--- config.mk ---
export PLATFORM = sky130hd
export DESIGN_NAME = io_sw_debounce
export DESIGN_NICKNAME = d
export VERILOG_FILES = /design/src/rtl/io_pkg.sv /design/src/rtl/io_tick_gen.sv /design/src/rtl/io_sw_debounce.sv
export SDC_FILE = /design/constraint.sdc
export NUM_CORES = 1
export LEC_CHECK = 0
export CORE_MARGIN = 4
export CORE_UTILIZATION = 55
export DETAILED_ROUTE_END_ITERATION = 8
export DONT_BUFFER_PORTS = 1
export GPL_TIMING_DRIVEN = 0
export PLACE_DENSITY = 0.7
export RECOVER_POWER = 25
export SYNTH_ARGS = -nofsm -noshare
export SYNTH_HDL_FRONTEND = slang
export SYNTH_HIERARCHICAL = 1
export SYNTH_SLANG_ARGS = --single-unit
--- constraint.sdc ---
create_clock -name i_clk -period 3.8 [get_ports i_clk]
set_input_delay 0.76 -clock i_clk [delete_from_list [all_inputs] [get_ports i_clk]]
set_output_delay 0.76 -clock i_clk [all_outputs]
set_load 0.01 [all_outputs]
--- src/rtl/io_pkg.sv ---
// Shared IO defaults used by the switch debouncer and display drivers.
// Keeps board-level timing and width constants in one place.
package io_pkg;

  localparam int IO_SW_WIDTH    = 32;
  localparam int IO_TICK_DIV    = 50000;
  localparam int IO_STABLE_CNT  = 4;
  localparam int IO_SYNC_STAGES = 2;

endpackage

--- src/rtl/io_tick_gen.sv ---
// Free-running sample tick: one registered pulse every TICK_DIV cycles.
// Shared by IO blocks that need a slow, glitch-free timing strobe.
module io_tick_gen
  import io_pkg::*;
#(
  parameter int TICK_DIV = IO_TICK_DIV
) (
  input  logic i_clk,
  input  logic i_reset,
  output logic o_tick
);

  localparam int TW = $clog2(TICK_DIV);
  localparam logic [TW-1:0] LAST = TW'(TICK_DIV - 1);
  localparam logic [TW-1:0] PRE  = TW'(TICK_DIV - 2);

  logic [TW-1:0] tcnt;

  // o_tick is set one edge early so it is high while tcnt==LAST
  always_ff @(posedge i_clk or negedge i_reset) begin
    if (!i_reset) begin
      tcnt   <= '0;
      o_tick <= 1'b0;
    end else begin
      tcnt   <= (tcnt == LAST) ? '0 : tcnt + 1'b1;
      o_tick <= (tcnt == PRE);
    end
  end

endmodule

--- src/rtl/io_sw_debounce.sv ---
// Switch conditioning: synchronise raw pins, debounce each bit on a
// shared tick, and emit per-bit rise/fall pulses.
module io_sw_debounce
  import io_pkg::*;
#(
  parameter int WIDTH       = IO_SW_WIDTH,
  parameter int SYNC_STAGES = IO_SYNC_STAGES,
  parameter int TICK_DIV    = IO_TICK_DIV,
  parameter int STABLE_CNT  = IO_STABLE_CNT
) (
  input  logic             i_clk,
  input  logic             i_reset,
  input  logic [WIDTH-1:0] i_sw_raw,
  output logic [WIDTH-1:0] o_sw,
  output logic [WIDTH-1:0] o_sw_rise,
  output logic [WIDTH-1:0] o_sw_fall,
  output logic             o_sw_changed,
  output logic             o_tick
);

  localparam int CW = $clog2(STABLE_CNT + 1);
  localparam logic [CW-1:0] CMAX = CW'(STABLE_CNT - 1);

  logic [WIDTH-1:0] sync_q [SYNC_STAGES];
  logic [WIDTH-1:0] sync;
  logic [WIDTH-1:0] flip;

  always_ff @(posedge i_clk or negedge i_reset) begin
    if (!i_reset) begin
      for (int i = 0; i < SYNC_STAGES; i++)
        sync_q[i] <= '0;
    end else begin
      sync_q[0] <= i_sw_raw;
      for (int i = 1; i < SYNC_STAGES; i++)
        sync_q[i] <= sync_q[i-1];
    end
  end

  assign sync = sync_q[SYNC_STAGES-1];

  io_tick_gen #(
    .TICK_DIV (TICK_DIV)
  ) u_tick (
    .i_clk   (i_clk),
    .i_reset (i_reset),
    .o_tick  (o_tick)
  );

  for (genvar b = 0; b < WIDTH; b++) begin : g_bit
    logic [CW-1:0] cnt_q;
    logic          differ;

    assign differ  = sync[b] ^ o_sw[b];
    assign flip[b] = o_tick & differ & (cnt_q == CMAX);

    // any agreeing sample restarts the run
    always_ff @(posedge i_clk or negedge i_reset) begin
      if (!i_reset)
        cnt_q <= '0;
      else if (o_tick) begin
        if (!differ || cnt_q == CMAX)
          cnt_q <= '0;
        else
          cnt_q <= cnt_q + 1'b1;
      end
    end
  end

  always_ff @(posedge i_clk or negedge i_reset) begin
    if (!i_reset) begin
      o_sw         <= '0;
      o_sw_rise    <= '0;
      o_sw_fall    <= '0;
      o_sw_changed <= 1'b0;
    end else begin
      o_sw         <= o_sw ^ flip;
      o_sw_rise    <= flip & ~o_sw;
      o_sw_fall    <= flip & o_sw;
      o_sw_changed <= |flip;
    end
  end

endmodule

==> impl_metrics.csv, run 1 <==
group,metric,value,unit
run_status,status,"finished with violations",
run_status,failed_checks,"negative hold slack",
clocking,ctsRootBufferMaster,"sky130_fd_sc_hd__clkbuf_16",
place,gp_congestion,0.759,
worst_hold_path,holdCritPathClass,"in2async",
setup_path,crit_path_start_kind,"register",
grt,grt_pass1_wl,36100,µm
setup_path,critPathArrivalTime,3.16,ns
pwr,seq_power_share,51.3,%
setup_path,cp_cell_sequence,"buf_6, clkbuf_1, buf_2, clkbuf_1, and3_1, ha_1, inv_1",
die,std_cell_rows,53,
synthesis,synth.distinct_cells,33,
setup_path,worst_path_max_fanout,10,
pwr,pwr-share-comb,0.8,%
synthesis,synth-seq-area-share,58.8,%
die,fp.dieW,154,µm
grt,largest_net_degree_at_the_start_of_global_routing,275,
run,cap_violations,0,
setup_path,worst_ep_required_time,4.27,ns
pwr,power_frac_clock,47.9,%
die,die_h,154,µm
setup_path,cpMaxStageDelayCell,"sky130_fd_sc_hd__clkbuf_1",
clocking,clock-sinks,274,
clocking,clkLatencyLatePin,0.55,ns
setup_path,critPathKind,"reg2reg",
pwr,powerDensity,446,mW/mm²
die,die_outline_area,0.0236,mm²
setup_path,critical-path-top-cell-by-count,"sky130_fd_sc_hd__clkbuf_1",
pwr,vdd_ir_drop_max,0.472,mV
synthesis,synth_cells,955,
setup_path,regToRegSetupSlack,1.11,ns
timing,timing_worst_slew_pin_value,0.645,ns
pwr,leakagePower,6.77,nW
synthesis,synth.largest_area_cell,"sky130_fd_sc_hd__dfrtp_1",
timing,clock.fmax,0.372,GHz
place,dp_hpwl,14400,µm
detailed_routing,detailed_route_via_count,6778,
detailed_routing,vias_per_cell,5.29,
clocking,postCtsSetupBuffers,0,
clocking,numCtsBuffers,28,
cells_and_area,mostFrequentLayoutCells,"sky130_fd_sc_hd__dfrtp_1, sky130_fd_sc_hd__inv_1, sky130_fd_sc_hd__ha_1",
setup_path,critical_path.reg2reg.startpoint,"u_tick/o_tick$_DFF_PN0_",
grt,initial_antenna_violation_count,1,
setup_path,worst_path_largest_cell_delay,0.53,ns
die,io_pins,132,
pwr,switching_power,1.14,mW
synthesis,mappedNetlistNets,1119,
pwr,p_sw_share,19.7,%
timing,grt_setup_unrepaired,"false",
setup_path,worst_setup_path_endpoint,"o_sw[11]$_DFF_PN0_",
synthesis,synth_edf_count,0,
clocking,clock_tree.buffer_depth,3,
setup_path,critical_path.endpoint_type,"register",
timing,number_of_max_slew_violations_in_the_final_report,0,
grt,via_count_of_the_first_global_routing_pass,7076,
cells_and_area,layout.cells.most_common,"sky130_fd_sc_hd__dfrtp_1",
cells_and_area,final_layout_size_suffix_gt1_share,7.36,%
timing,timing.max_slew.rel_slack,57.0,%
die,core_region_area,0.0210,mm²
timing,timing.hold.ws,-0.0710,ns
timing,fin_worst_skew,0.0183,ns
pwr,int_power,4.64,mW
timing,finalHoldViolations,121,
clocking,postCtsResizedCells,0,
detailed_routing,detail_route.wirelength,21600,µm
synthesis,dominant_cells_by_area_after_synthesis,"sky130_fd_sc_hd__dfrtp_1, sky130_fd_sc_hd__ha_1, sky130_fd_sc_hd__inv_1",
detailed_routing,drt_wl_cell,16.8,µm
setup_path,rr_worst_depth,7,
timing,fin_crit,2.69,ns
cells_and_area,area.growth.synth_to_final,11.1,%
detailed_routing,drt_first_iter_violations,348,
grt,grt_use_total,18.6,%
synthesis,ys.warnings.count,6,
setup_path,critical_path.reg2reg.endpoint,"o_sw[11]$_DFF_PN0_",
detailed_routing,detail_route.drc_violations,0,
die,starting_utilization_of_the_core_area,55.7,%
clocking,clock_edge_transition_at_the_registers_on_the_reported_setup_and_hold_paths,0.06,ns
detailed_routing,antenna_violating_nets_post_route,0,
synthesis,synth.top_cell.area_share,58.8,%
synthesis,syn-mean-instance-area,12.2,µm²
timing,setup_viol,0,
clocking,cts.htree.levels,1,
setup_path,crit_path_start,"u_tick/o_tick$_DFF_PN0_",
synthesis,number_of_register_bits_inferred_by_synthesis,274,
synthesis,synth.cell_area,0.0117,mm²
detailed_routing,detailedRoute.firstPassIterationCount,4,
synthesis,asyncSetResetFlopFracSynth,100,%
timing,period_utilization,70.8,%
place,io_buffer_count,0,
synthesis,synth_top_flop_cell,"sky130_fd_sc_hd__dfrtp_1",
clocking,tritoncts,"done",
cells_and_area,finalNetCount,1149,
grt,gr_ovfl_total,0,
timing,tns,0,ns
-- per-layer routing --
layer	vias to the layer above	routed length, µm	GRT usage, %	part of all wire (%)
li1	3215	-	-	-
met2	150	10700	31.7	50
met5	-	0	0	0
met1	3392	9320	24.6	43
met3	21	1310	3.77	6.1
met4	0	255	4.88	1.2
-- stage by stage --
stage	cell area, µm²	util [%]	power (mW)	cells	setup slack (ns)
6_report	13000	61.8	5.78	1282	1.11
3_3_place_gp	12000	57.3	3.06	1230	1.09
4_1_cts	13000	61.8	5.86	1281	1.05
2_1_floorplan	11700	-	3.05	955	1.96
3_5_place_dp	12000	57.3	3.06	1230	1.08
5_1_grt	13000	61.8	6.00	1282	0.920
-- power groups by stage --
stage	clock network, mW	logic, mW	registers (mW)
2_1_floorplan	0	0.0354	3.02
3_3_place_gp	0	0.0464	3.02
3_5_place_dp	0	0.0463	3.02
4_1_cts	2.85	0.0472	2.97
5_1_grt	2.98	0.0535	2.97
6_report	2.77	0.0468	2.97
-- layout make-up --
| type | count | area [µm²] |
|---|---|---|
| Clock buffer | 40 | 806 |
| Buffer | 25 | 131 |
| Fill cell | 1695 | 8000 |
| Multi-Input combinational cell | 507 | 4120 |
| Clock inverter | 11 | 141 |
| Sequential cell | 274 | 6860 |
| Inverter | 149 | 559 |
| Tap cell | 275 | 344 |
| Antenna cell | 1 | 2.50 |
-- worst min-delay path by stage --
stage,start,end,slack [ns],cells past startpoint
2_1_floorplan,sync_q[32]$_DFF_PN0_,sync[0]$_DFF_PN0_,0.33,0
3_3_place_gp,sync_q[33]$_DFF_PN0_,sync[1]$_DFF_PN0_,0.33,0
3_5_place_dp,sync_q[63]$_DFF_PN0_,sync[31]$_DFF_PN0_,0.33,0
4_1_cts,i_reset,g_bit[27].cnt_q[0]$_DFFE_PN0P_,-0.10,0
5_1_grt,i_reset,o_sw_fall[0]$_DFF_PN0_,-0.10,0
6_report,i_reset,o_sw_rise[1]$_DFF_PN0_,-0.07,0
-- synthesized netlist by cell type, types with 18 or more instances --
library cell and number:
sky130_fd_sc_hd__nand2b_1 64, sky130_fd_sc_hd__buf_2 18, sky130_fd_sc_hd__nand2_1 35, sky130_fd_sc_hd__nor2_1 24
sky130_fd_sc_hd__o21ai_1 19, sky130_fd_sc_hd__nand4b_1 19, sky130_fd_sc_hd__ha_1 130, sky130_fd_sc_hd__inv_1 149
sky130_fd_sc_hd__dfrtp_1 274, sky130_fd_sc_hd__xor2_1 36, sky130_fd_sc_hd__and3_1 18, sky130_fd_sc_hd__o22ai_1 64
sky130_fd_sc_hd__and2_1 30
-- cell families (layout without fill, tap and decap cells) --
family | after synthesis | after routing | share of synthesized area (%)
adders and majority gates | 130 | 130 | 13.9
muxes | 14 | 14 | 1.35
AOI/OAI and AO/OA | 101 | 101 | 5.57
and+or+nand+nor | 218 | 218 | 11.1
xor gates and xnor gates | 44 | 44 | 3.30
DFF | 274 | 274 | 58.8
buffers and inverters | 174 | 225 | 5.92
other | 0 | 1 | 0
-- worst max-delay path: cells and delay by family (launching register included) --
kind                     cells  cell delay, ns
adder cells (fa/ha/maj)      1            0.24
buffers and inverters        5            1.62
flip-flops                   1            0.42
AND/OR/NAND/NOR              1            0.32
-- registers in the layout, indices dropped and copies added, names as in the netlist --
name           count
o_sw              32
o_sw_fall         32
o_sw_rise         32
o_sw_changed       1
u_tick/o_tick      1
sync_q            32
g_bit.cnt_q       96
sync              32
u_tick/tcnt       16
No activity file was read; power rests on OpenSTA's default activity.
==> run 2, diff against run 1 <==
- clock period: 3.8 -> 2.55 ns (I/O delays scaled with it)
==> impl_metrics.csv, run 2 (synthesis gave the netlist of run 1 again) <==
group,metric,value,unit
pwr,p_sw_share,19.8,%
cells_and_area,area.growth.synth_to_final,13.8,%
grt,largest_net_degree_at_the_start_of_global_routing,275,
pwr,switching_power,1.72,mW
place,place_worst_setup_slack,-0.166,ns
die,die_h,154,µm
setup_path,worst_path_max_fanout,19,
die,fp.dieW,154,µm
pwr,seq_power_share,50.9,%
cells_and_area,n_fill_cell,1655,
grt,via_count_of_the_first_global_routing_pass,7282,
setup_path,critPathArrivalTime,2.77,ns
clocking,tritoncts,"done",
timing,number_of_max_slew_violations_in_the_final_report,0,
pwr,int_power,6.95,mW
timing,grt_setup_unrepaired,"false",
setup_path,crit_path_start_kind,"register",
grt,grt_pass1_wl,36900,µm
clocking,clkLatencyLatePin,0.54,ns
pwr,power_frac_clock,47.8,%
detailed_routing,detail_route.wirelength,22000,µm
pwr,powerDensity,653,mW/mm²
cells_and_area,design_area,0.0133,mm²
run_status,status,"finished with violations",
cells_and_area,sequential_cell_area,0.00686,mm²
cells_and_area,mostFrequentLayoutCells,"sky130_fd_sc_hd__dfrtp_1, sky130_fd_sc_hd__inv_1, sky130_fd_sc_hd__ha_1",
setup_path,critPathKind,"reg2reg",
setup_path,worst_ep_required_time,3.04,ns
detailed_routing,vias_per_cell,5.26,
clocking,postCtsSetupBuffers,0,
detailed_routing,detailedRoute.firstPassIterationCount,5,
detailed_routing,drt_wl_cell,16.8,µm
pwr,vdd_ir_drop_max,0.703,mV
timing,setup_viol,0,
clocking,numCtsBuffers,28,
timing,period_utilization,89.6,%
setup_path,critical_path.endpoint_type,"register",
place,placement.cell_area,0.0120,mm²
timing,finalHoldViolations,274,
cells_and_area,layout.cells.most_common,"sky130_fd_sc_hd__dfrtp_1",
run_status,failed_checks,"negative hold slack",
clocking,cts.htree.levels,1,
grt,gr_ovfl_total,0,
timing,clock.fmax,0.438,GHz
grt,grt_use_total,19.0,%
die,die_outline_area,0.0236,mm²
die,core_region_area,0.0210,mm²
detailed_routing,drt_first_iter_violations,353,
timing,fin_crit,2.29,ns
timing,timing.hold.ws,-0.322,ns
pwr,leakagePower,6.91,nW
pwr,pwr-share-comb,1.3,%
place,gp_congestion,0.759,
cells_and_area,post-route-util,63.3,%
cells_and_area,final_layout_size_suffix_gt1_share,7.23,%
detailed_routing,detailed_route_via_count,6901,
die,starting_utilization_of_the_core_area,55.7,%
clocking,cts-hold-fix-buffers,32,
place,io_buffer_count,0,
detailed_routing,antenna_violating_nets_post_route,0,
clocking,clock_edge_transition_at_the_registers_on_the_reported_setup_and_hold_paths,0.06,ns
die,io_pins,132,
cells_and_area,registers.top_by_ff_count,"g_bit.cnt_q",
cells_and_area,largest_register_ff_count,96,
timing,worst_slack,0.264,ns
timing,timing_worst_slew_pin_value,0.633,ns
timing,fin_worst_skew,0.0132,ns
run,cap_violations,0,
cells_and_area,finalNetCount,1180,
cells_and_area,antenna_cells,0,
cells_and_area,multi_input_area,0.00412,mm²
clocking,clock_tree.buffer_depth,3,
worst_hold_path,holdCritPathClass,"in2async",
pwr,report.power.total,8.67,mW
die,std_cell_rows,53,
timing,timing.max_slew.rel_slack,57.8,%
clocking,clock-sinks,274,
clocking,ctsRootBufferMaster,"sky130_fd_sc_hd__clkbuf_16",
grt,initial_antenna_violation_count,0,
place,dp_hpwl,14400,µm
detailed_routing,detail_route.drc_violations,0,
## run 2: cell count changes in the layout (fill, tap and decap cells not counted), sizes merged
cell,change
clkbuf,-1
diode,-1
dlygate4sd3,+32
## run 2: worst paths after layout
kind,end,startpoint,slack [ns],cells after the start
max in group asynchronous,sync[9]$_DFF_PN0_,i_reset,2.33,0
min in group i_clk,sync[21]$_DFF_PN0_,sync_q[53]$_DFF_PN0_,0.34,0
setup / recovery,o_sw[14]$_DFF_PN0_,u_tick/o_tick$_DFF_PN0_,0.26,7
hold reg to reg,sync[21]$_DFF_PN0_,sync_q[53]$_DFF_PN0_,0.34,0
setup reg to reg,o_sw[14]$_DFF_PN0_,u_tick/o_tick$_DFF_PN0_,0.26,7
hold / removal,o_sw_rise[1]$_DFF_PN0_,i_reset,-0.32,0
## run 2: final cells by class
cell class	instances	share of cell area, %
flip-flops and latches	274	51.7
multi-input cells	507	31.0
clock buffers	40	6.07
inverters	149	4.21
well taps	275	2.59
repair buffers	32	2.41
clock inverters	11	1.07
plain buffers	24	0.971
## run 2: critical path, cell delays in order (launching register included)
cell,delay (ns)
sky130_fd_sc_hd__dfrtp_1,0.42
sky130_fd_sc_hd__buf_6,0.25
sky130_fd_sc_hd__buf_2,0.33
sky130_fd_sc_hd__buf_2,0.31
sky130_fd_sc_hd__buf_2,0.35
sky130_fd_sc_hd__and3_1,0.27
sky130_fd_sc_hd__ha_1,0.24
sky130_fd_sc_hd__inv_1,0.05
## run 2: per-layer routing
| layer | wire length, µm | up-vias | global-route usage [%] |
|---|---|---|---|
| li1 | - | 3271 | - |
| met1 | 9640 | 3446 | 25.0 |
| met2 | 10800 | 148 | 32.4 |
| met3 | 1220 | 36 | 3.72 |
| met4 | 414 | 0 | 5.05 |
| met5 | 0 | - | 0 |
## run 2: timing repair
item	in CTS	in global routing
gates resized for setup	1	0
cloned	0	0
endpoints found under the hold margin	306	274
endpoints found under the setup margin	30	4
## run 2: stage by stage
step / cells / setup TNS [ns]
2_1_floorplan: 955 / 0
5_1_grt: 1312 / 0
4_1_cts: 1313 / 0
3_5_place_dp: 1230 / -1.46
3_3_place_gp: 1230 / -1.33
6_report: 1312 / 0
## run 2: power groups by stage
stage	Clock, mW	Sequential (mW)	Combinational (mW)
floorplan	0	4.49	0.0527
global placement	0	4.50	0.0691
detailed placement	0	4.50	0.0691
CTS	4.25	4.42	0.110
global route	4.44	4.42	0.124
finish	4.14	4.42	0.110
==> run 3, diff against run 2 <==
- HOLD_SLACK_MARGIN: default -> 0.15
==> results of run 3 <==
Final layout, timing and power as in run 2 (identical DEF).
